<file path="config.mk">
export PLATFORM = sky130hd
export DESIGN_NAME = fetch_line_buf
export DESIGN_NICKNAME = d
export VERILOG_FILES = /design/src/rtl/fetch_line_buf.sv
export SDC_FILE = /design/constraint.sdc
export NUM_CORES = 1
export LEC_CHECK = 0
export CAP_MARGIN = 20
export CORE_AREA = 2 2 193 195
export CTS_BUF_LIST = sky130_fd_sc_hd__clkbuf_2
export DETAILED_ROUTE_END_ITERATION = 8
export DIE_AREA = 0 0 195 197
export GPL_TIMING_DRIVEN = 0
export PLACE_DENSITY = 0.56
export SYNTH_ARGS = -nofsm -noshare
export SYNTH_HDL_FRONTEND = slang
export SYNTH_SLANG_ARGS = --single-unit
</file>
<file path="constraint.sdc">
create_clock -name clk -period 2.6 [get_ports clk]
set_input_delay 0.52 -clock clk [delete_from_list [all_inputs] [get_ports clk]]
set_output_delay 0.52 -clock clk [all_outputs]
set_load 0.01 [all_outputs]
</file>
<file path="src/rtl/fetch_line_buf.sv">
// ============================================================================
// Module   : fetch_line_buf
// Brief    : Single-line instruction fetch buffer. Hits return in one cycle;
//            a miss stalls the PC and refills the whole line with a burst read.
// Revision : 1.0
// ============================================================================
`default_nettype none

module fetch_line_buf #(
  parameter int ADDR_W     = 32,
  parameter int LINE_WORDS = 4
) (
  input  logic              clk,
  input  logic              rst_n,
  input  logic              i_pc_valid,
  input  logic [ADDR_W-1:0] i_pc_addr,
  input  logic              i_flush,
  output logic              o_stall,
  output logic              o_instr_valid,
  output logic [31:0]       o_instr,
  output logic [ADDR_W-1:0] o_instr_addr,
  output logic              o_mem_rd_valid,
  output logic [ADDR_W-1:0] o_mem_rd_addr,
  input  logic              i_mem_rd_ready,
  input  logic              i_mem_rdata_valid,
  input  logic [31:0]       i_mem_rdata
);

  localparam int c_OFF = $clog2(LINE_WORDS);
  localparam int c_TAG_W = ADDR_W - c_OFF - 2;
  localparam logic [c_OFF-1:0] c_LAST = c_OFF'(LINE_WORDS - 1);

  typedef enum logic [1:0] {
    S_READY     = 2'd0,
    S_MISS_REQ  = 2'd1,
    S_MISS_FILL = 2'd2,
    S_DELIVER   = 2'd3
  } state_t;

  state_t             r_state;
  state_t             w_next;
  logic               r_line_valid;
  logic [c_TAG_W-1:0] r_tag;
  logic [31:0]        r_data [LINE_WORDS];
  logic               r_flush_pend;
  logic [c_OFF-1:0]   r_cnt;
  logic [c_TAG_W-1:0] r_miss_tag;
  logic [c_OFF-1:0]   r_miss_off;
  logic               r_instr_valid;
  logic [31:0]        r_instr;
  logic [ADDR_W-1:0]  r_instr_addr;

  logic [c_TAG_W-1:0] w_pc_tag;
  logic [c_OFF-1:0]   w_pc_off;
  logic               w_hit;
  logic               w_last_beat;
  logic [31:0]        w_fill_word;
  logic               w_stall;
  logic               w_mem_rd_valid;
  logic               w_unused_lsb;

  assign w_pc_tag     = i_pc_addr[ADDR_W-1:c_OFF+2];
  assign w_pc_off     = i_pc_addr[c_OFF+1:2];
  assign w_unused_lsb = ^i_pc_addr[1:0];
  // A flush in the same cycle as a request forces that request to miss.
  assign w_hit        = r_line_valid & ~i_flush & (r_tag == w_pc_tag);
  assign w_last_beat  = i_mem_rdata_valid & (r_cnt == c_LAST);
  // The requested word may be arriving on the final beat itself.
  assign w_fill_word  = (r_miss_off == r_cnt) ? i_mem_rdata : r_data[r_miss_off];

  always_ff @(posedge clk or negedge rst_n) begin
    if (!rst_n) begin
      r_state <= S_READY;
    end else begin
      r_state <= w_next;
    end
  end

  always_comb begin
    w_next         = r_state;
    w_stall        = 1'b0;
    w_mem_rd_valid = 1'b0;
    case (r_state)
      S_READY: begin
        if (i_pc_valid && !w_hit) begin
          w_next  = S_MISS_REQ;
          w_stall = 1'b1;
        end
      end
      S_MISS_REQ: begin
        w_stall        = 1'b1;
        w_mem_rd_valid = 1'b1;
        if (i_mem_rd_ready) w_next = S_MISS_FILL;
      end
      S_MISS_FILL: begin
        w_stall = 1'b1;
        if (w_last_beat) w_next = S_DELIVER;
      end
      S_DELIVER: w_next = S_READY;
      default:   w_next = S_READY;
    endcase
  end

  always_ff @(posedge clk or negedge rst_n) begin
    if (!rst_n) begin
      r_line_valid  <= 1'b0;
      r_tag         <= '0;
      r_flush_pend  <= 1'b0;
      r_cnt         <= '0;
      r_miss_tag    <= '0;
      r_miss_off    <= '0;
      r_instr_valid <= 1'b0;
      r_instr       <= '0;
      r_instr_addr  <= '0;
      for (int i = 0; i < LINE_WORDS; i++) begin
        r_data[i] <= '0;
      end
    end else begin
      r_instr_valid <= 1'b0;
      case (r_state)
        S_READY: begin
          if (i_flush) r_line_valid <= 1'b0;
          if (i_pc_valid) begin
            if (w_hit) begin
              r_instr_valid <= 1'b1;
              r_instr       <= r_data[w_pc_off];
              r_instr_addr  <= {i_pc_addr[ADDR_W-1:2], 2'b00};
            end else begin
              r_miss_tag <= w_pc_tag;
              r_miss_off <= w_pc_off;
            end
          end
        end
        S_MISS_REQ: begin
          r_cnt        <= '0;
          r_flush_pend <= r_flush_pend | i_flush;
        end
        S_MISS_FILL: begin
          r_flush_pend <= r_flush_pend | i_flush;
          if (i_mem_rdata_valid) begin
            r_data[r_cnt] <= i_mem_rdata;
            r_cnt         <= r_cnt + c_OFF'(1);
            if (r_cnt == c_LAST) begin
              r_tag         <= r_miss_tag;
              r_line_valid  <= 1'b1;
              r_instr_valid <= 1'b1;
              r_instr       <= w_fill_word;
              r_instr_addr  <= {r_miss_tag, r_miss_off, 2'b00};
            end
          end
        end
        S_DELIVER: begin
          // A flush seen during the refill takes effect only once delivered.
          if (r_flush_pend || i_flush) r_line_valid <= 1'b0;
          r_flush_pend <= 1'b0;
        end
        default: ;
      endcase
    end
  end

  assign o_stall        = w_stall;
  assign o_instr_valid  = r_instr_valid;
  assign o_instr        = r_instr;
  assign o_instr_addr   = r_instr_addr;
  assign o_mem_rd_valid = w_mem_rd_valid;
  assign o_mem_rd_addr  = {r_miss_tag, {(c_OFF+2){1'b0}}};

endmodule

`default_nettype wire
</file>
==> reports/metrics.csv, run 1 <==
metric;value;unit
outcome;complete, but fails checks;
failing checks;setup timing;
antenna-violating nets left;0;
Power Total;21.34;mW
Hold Crit Class;in2async;
number of buffers on the longest clock path;3;
crit-path max FO;2;
Synth Area in Adders;0.8970;%
Tcrit/Tclk final;121.8;%
grt total ovfl;0;
Req. time, crit path;2.08;ns
htree depth;3;
Pleak;7.381;nW
endpoints failing setup;1;
Initial Util;38.47;%
flops & latches, synth;255;
final wirelength;46940;um
gr usage total;24.56;%
relative slew slack;45.88;%
Cell variety after synth;40;
largest net degree at the start of global routing;118;
Max Slew Vio Count;0;
CTS tree;done;
Mean Syn Cell Area;10.23;sq um
Max Freq;0.3159;GHz
Synth Flop Type;dfrtp_1;
fin crit period;3.166;ns
Clock Skew;0.07308;ns
DIE AREA;38420;sq um
first-pass GRT wire length;73680;um
worst-margin pin slew;0.8118;ns
design area;17200;sq um
IO Port Bufs;158;
root buf cell;clkbuf_2;
worst-skew pair later-pin latency;0.93;ns
Worst EP arrival;2.65;ns
Synth Area in Simple Gates;10.66;%
initial antenna violation count;2;
Worst VDD drop;0.4625;mV
Warnings, synthesis;0;
number of synthesized flops with an enable pin;0;
Syn Inst Count;1364;
final core utilization;47.45;%
FFs w/ async S/R, synth;100.0;%
CTS sink cnt;255;
max-cap violations;0;
core area;36260;sq um
vias in the first global route;12540;
Placed Instance Area;16190;sq um
Post-Synth XOR/XNOR Area;1.884;%
die height;197;um
critical path capture point type;output port;
Fillers;3478;
Post-Syn Area;13950;sq um
DRC viols;0;
Cell Rows;70;
CP startpoint kind;register;
vias per cell;5.789;
Nets;1692;
HPWL after detailed placement;31500;um
Crit Path Class;reg2out;
pre-CTS setup slack;-1.620;ns
sequential-to-total area share from yosys stat;45.75;%
post-synthesis compound-gate area fraction;18.18;%
RSZ-0062 raised after global routing;true;
area grow syn2layout;23.34;%
Fin. Hold Viols;0;
Final WS setup;-0.5656;ns
Power Density;1240;nW/um^2
ratio of cells with drive above 1 in the final layout;21.99;%
largest family of logic cells by synthesized area;compound AO/OA/AOI/OAI gates;
via count;12330;
WHS;0.1086;ns
CTS Buf Count;73;
Initial DRC Count;878;
io pins;169;
clk slew on worst S/H paths;0.11;ns
RePlAce Congestion;0.8511;
Die W;195;um
mux contribution to synthesized area;17.25;%
WL per Instance;22.04;um
Pre-Repair DR Iteration Count;8;
## cells by family after synthesis
group | Yosys count
AOI/OAI and AO/OA | 398
other | 1
adders and majority gates | 10
muxes | 153
and+or+nand+nor | 342
DFF | 255
xor gates and xnor gates | 30
buffers and inverters | 175
## where the power goes
group          internal [mW]  leakage [nW]  switching [mW]
registers               5.59          3.03            1.34
clock network           1.28         0.501            1.81
logic                   5.09          3.85            6.22
total                   12.0          7.38            9.37
## synthesized netlist by cell type (all sizes together), types with 2 or more instances
master / number / share of area (%)
mux4: 64 / 10
nor2: 36 / 0.97
a21oi: 38 / 1.4
nand2: 196 / 5.3
and4: 2 / 0.13
o21ai: 163 / 5.9
inv: 41 / 1.1
buf: 43 / 1.8
a211oi: 64 / 3.4
a21boi: 2 / 0.11
and2: 2 / 0.090
o21a: 32 / 1.7
o31a: 31 / 1.9
mux2i: 30 / 2.2
mux2: 59 / 4.8
nor4: 6 / 0.27
ha: 10 / 0.90
clkbuf: 91 / 2.4
nor3: 31 / 1.1
xor2: 28 / 1.8
nand4: 34 / 1.5
xnor2: 2 / 0.13
dfrtp: 255 / 46
nand3: 32 / 1.1
o211ai: 62 / 3.3
## timing repair
action,4_1_cts,5_1_grt
resized for setup,59,74
buffers inserted,7,2
endpoints found under the hold margin,138,0
hold buffers,1,0
endpoints found under the setup margin,141,196
pin swaps,7,3
## worst max-delay path, stage by stage (launching register included)
cell	delay (ns)
dfrtp_1	0.40
xor2_1	0.19
nor4_2	0.38
nand4_1	0.13
buf_4	0.18
o21ai_4	0.17
buf_8	0.12
a21oi_4	0.05
buf_6	0.12
## final timing paths
check,depth (start not counted),start,slack [ns],end
worst max-delay path,8,r_tag[3],-0.57,o_stall
worst min-delay path,2,rst_n,0.11,r_tag[17]
worst max register to register,7,r_miss_off[0],0.09,o_instr[26]
worst min register to register,2,r_data[66],0.51,r_data[66]
max in group asynchronous,4,rst_n,1.13,r_data[83]
min in group clk,3,i_mem_rdata[12],0.26,r_data[108]
## per-layer routing
metal,global-route usage (%),share of wire [%],routed length (um),vias to the layer above
li1,-,-,-,5514
met1,33.11,44,20690,6258
met2,40.36,48,22320,482
met3,4.757,6.4,2990,77
met4,7.238,2.0,934,0
met5,0,0,0,-
## cell usage in the layout, fill, tap and decap left out, types with 19 or more instances in the layout
master | netlist | final
dfrtp_1 | 255 | 255
nand2_1 | 196 | 194
o21ai_0 | 162 | 162
clkdlybuf4s50_1 | 0 | 155
clkbuf_2 | 0 | 151
mux4_2 | 64 | 64
o211ai_1 | 62 | 62
mux2_2 | 56 | 56
a211oi_1 | 64 | 56
inv_1 | 41 | 40
clkbuf_1 | 91 | 38
a21oi_1 | 38 | 36
nand4_1 | 34 | 34
nor2_1 | 36 | 33
o21a_1 | 32 | 32
nand3_1 | 32 | 32
o31a_1 | 31 | 31
nor3_1 | 31 | 31
mux2i_1 | 30 | 30
buf_2 | 27 | 26
xor2_1 | 28 | 25
buf_4 | 9 | 19
## state kept, by name, indices dropped and copies added, names as in the netlist
name / count
r_cnt: 2
r_line_valid: 1
r_state: 2
r_data: 128
o_instr_valid: 1
o_instr: 32
r_miss_tag: 28
r_miss_off: 2
r_flush_pend: 1
r_tag: 28
o_instr_addr: 30
## layout make-up
class	instances	area [sq um]	share of cell area (%)
flip-flops and latches	255	6381	37.09
multi-input cells	939	7030	40.87
clock inverters	16	116.4	0.6764
repair buffers	170	1719	9.993
plain buffers	132	676.9	3.935
diodes	2	5.005	0.02909
clock buffers	107	535.5	3.113
well taps	468	585.6	3.404
inverters	41	153.9	0.8945
## stage by stage
| step | setup TNS, ns | cells |
|---|---|---|
| CTS | -0.6102 | 2128 |
| finish | -0.5656 | 2130 |
| detailed placement | -112.82 | 1997 |
| global route | -0.6840 | 2130 |
| global placement | -2784.97 | 1995 |
| floorplan | 0 | 1369 |
Note: power is estimated with default switching activity, not from simulation.
==> inputs of run 2 (changes only) <==
--- a/config.mk
+++ b/config.mk
@@ -12,6 +12,7 @@
 export DIE_AREA = 0 0 195 197
 export GPL_TIMING_DRIVEN = 0
 export PLACE_DENSITY = 0.56
+export SETUP_SLACK_MARGIN = 0.15
 export SYNTH_ARGS = -nofsm -noshare
 export SYNTH_HDL_FRONTEND = slang
 export SYNTH_SLANG_ARGS = --single-unit
==> run 2 against run 1 <==
Against the previous run: the flow still finishes with violations (setup timing); first-iteration DRC count is 12% lower; critical path depth stayed put; register-to-register slack better by 0.14 ns.
==> reports/metrics.csv, run 2 (synthesis gave the netlist of run 1 again) <==
metric;value;unit
Clock Skew;0.08179;ns
Reg with most FFs;r_data;
Pleak;7.579;nW
grt total ovfl;0;
placed cells;1997;
Multi-input gate area;7049;sq um
Worst EP arrival;2.65;ns
root buf cell;clkbuf_2;
Initial Util;38.47;%
DIE AREA;38420;sq um
Cell Rows;70;
endpoints failing setup;1;
Fillers;3475;
first-pass GRT wire length;73850;um
failing checks;setup timing;
reg2reg end;o_instr[7];
htree depth;3;
non-filler instance count after layout;2155;
Pre-Repair DR Iteration Count;5;
Final WS setup;-0.5707;ns
RSZ-0062 raised after global routing;true;
max-cap violations;0;
RePlAce Congestion;0.8511;
worst-skew pair later-pin latency;0.92;ns
Max Slew Vio Count;0;
clk slew on worst S/H paths;0.10;ns
Initial DRC Count;777;
Hold Crit Class;in2async;
die height;197;um
CP startpoint kind;register;
Power Density;1237;nW/um^2
r2r setup slk;0.23;ns
core area;36260;sq um
area grow syn2layout;25.25;%
number of buffers on the longest clock path;3;
largest net degree at the start of global routing;118;
HPWL after detailed placement;31500;um
io pins;169;
slowest CP cell;dfrtp_1;
worst-path cell chain;xor2_1 -> nor4_2 -> nand4_1 -> buf_4 -> o21ai_4 -> buf_8 -> a21oi_4 -> buf_6;
vias in the first global route;12570;
crit-path max FO;2;
R2R cell count;9;
WL per Instance;21.83;um
Fin. Hold Viols;0;
IO Port Bufs;158;
initial antenna violation count;2;
CTS Buf Count;73;
fin crit period;3.171;ns
worst-margin pin slew;0.8310;ns
Tcrit/Tclk final;121.9;%
WHS;0.1111;ns
max reg flops;128;
most common cell after layout, fill and taps aside;dfrtp_1;
antenna-violating nets left;0;
vias per cell;5.732;
critical path capture point type;output port;
CTS tree;done;
Req. time, crit path;2.08;ns
Sequential Area;6382;sq um
Worst R2R Start;r_state[0];
Max Freq;0.3154;GHz
gr usage total;24.61;%
Worst VDD drop;0.4636;mV
Worst path max stage delay;0.40;ns
outcome;complete, but fails checks;
via count;12350;
Nets;1717;
final wirelength;47030;um
Crit Path Class;reg2out;
ratio of cells with drive above 1 in the final layout;24.87;%
Setup TNS Final;-0.5707;ns
CTS sink cnt;255;
DRC viols;0;
Die W;195;um
leading cell types in the layout, fill and taps excluded;254 x dfrtp_1, 193 x nand2_1, 166 x clkbuf_2;
relative slew slack;44.60;%
## run 2: metal layers
layer  global-route usage, %  wire (um)
met4                   7.181        843
met5                       0          0
met1                   33.27      20820
met3                   4.620       3109
met2                   40.49      22260
## run 2: worst max-delay path by stage
stage          slack [ns]         end  cells after the start          start
6_report            -0.57     o_stall                      8       r_tag[3]
5_1_grt             -0.67     o_stall                      8      r_tag[13]
4_1_cts             -0.61     o_stall                      8       r_tag[5]
3_5_place_dp        -1.62     o_stall                      8  i_pc_addr[28]
3_3_place_gp       -10.53  r_data[17]                      1          rst_n
2_1_floorplan        0.35     o_stall                      6  i_pc_addr[12]
## run 2: worst max-delay path, delay by kind of cell, from the launching register on
kind / cells / cell delay (ns)
buffers and inverters: 3 / 0.42
XOR/XNOR: 1 / 0.19
flip-flops: 1 / 0.40
AND/OR/NAND/NOR: 2 / 0.52
AO/OA/AOI/OAI: 2 / 0.23
## run 2: cell type report
| type | count | area share (%) |
|---|---|---|
| tap | 468 | 3.352 |
| sequential | 255 | 36.53 |
| buffer | 134 | 4.290 |
| clock buffer | 107 | 3.065 |
| timing repair buffer | 193 | 10.84 |
| multi-input combinational | 939 | 40.35 |
| antenna | 2 | 0.02865 |
| inverter | 41 | 0.8809 |
| clock inverter | 16 | 0.6660 |
## run 2: power breakdown
part	switching, mW	leakage, nW	internal, mW
logic	6.37	4.05	5.31
registers	1.27	3.03	5.59
clock network	1.80	0.501	1.28
## run 2: per-stage QoR
step	utilization, %	area, sq um	worst slack [ns]	total power, mW
after floorplan	-	13970	0.3507	13.77
after global placement	44.50	16130	-10.53	17.49
after detailed placement	44.66	16190	-1.620	17.77
after CTS	47.54	17240	-0.6102	21.31
after global routing	48.18	17470	-0.6740	23.14
final	48.18	17470	-0.5707	21.62
## run 2: timing repair
item,in CTS,in global routing
endpoints found under the setup margin,250,226
hold endpoints to repair,138,0
hold buffers,1,0
pin swaps,7,3
resized for setup,116,86
setup buffers,20,12
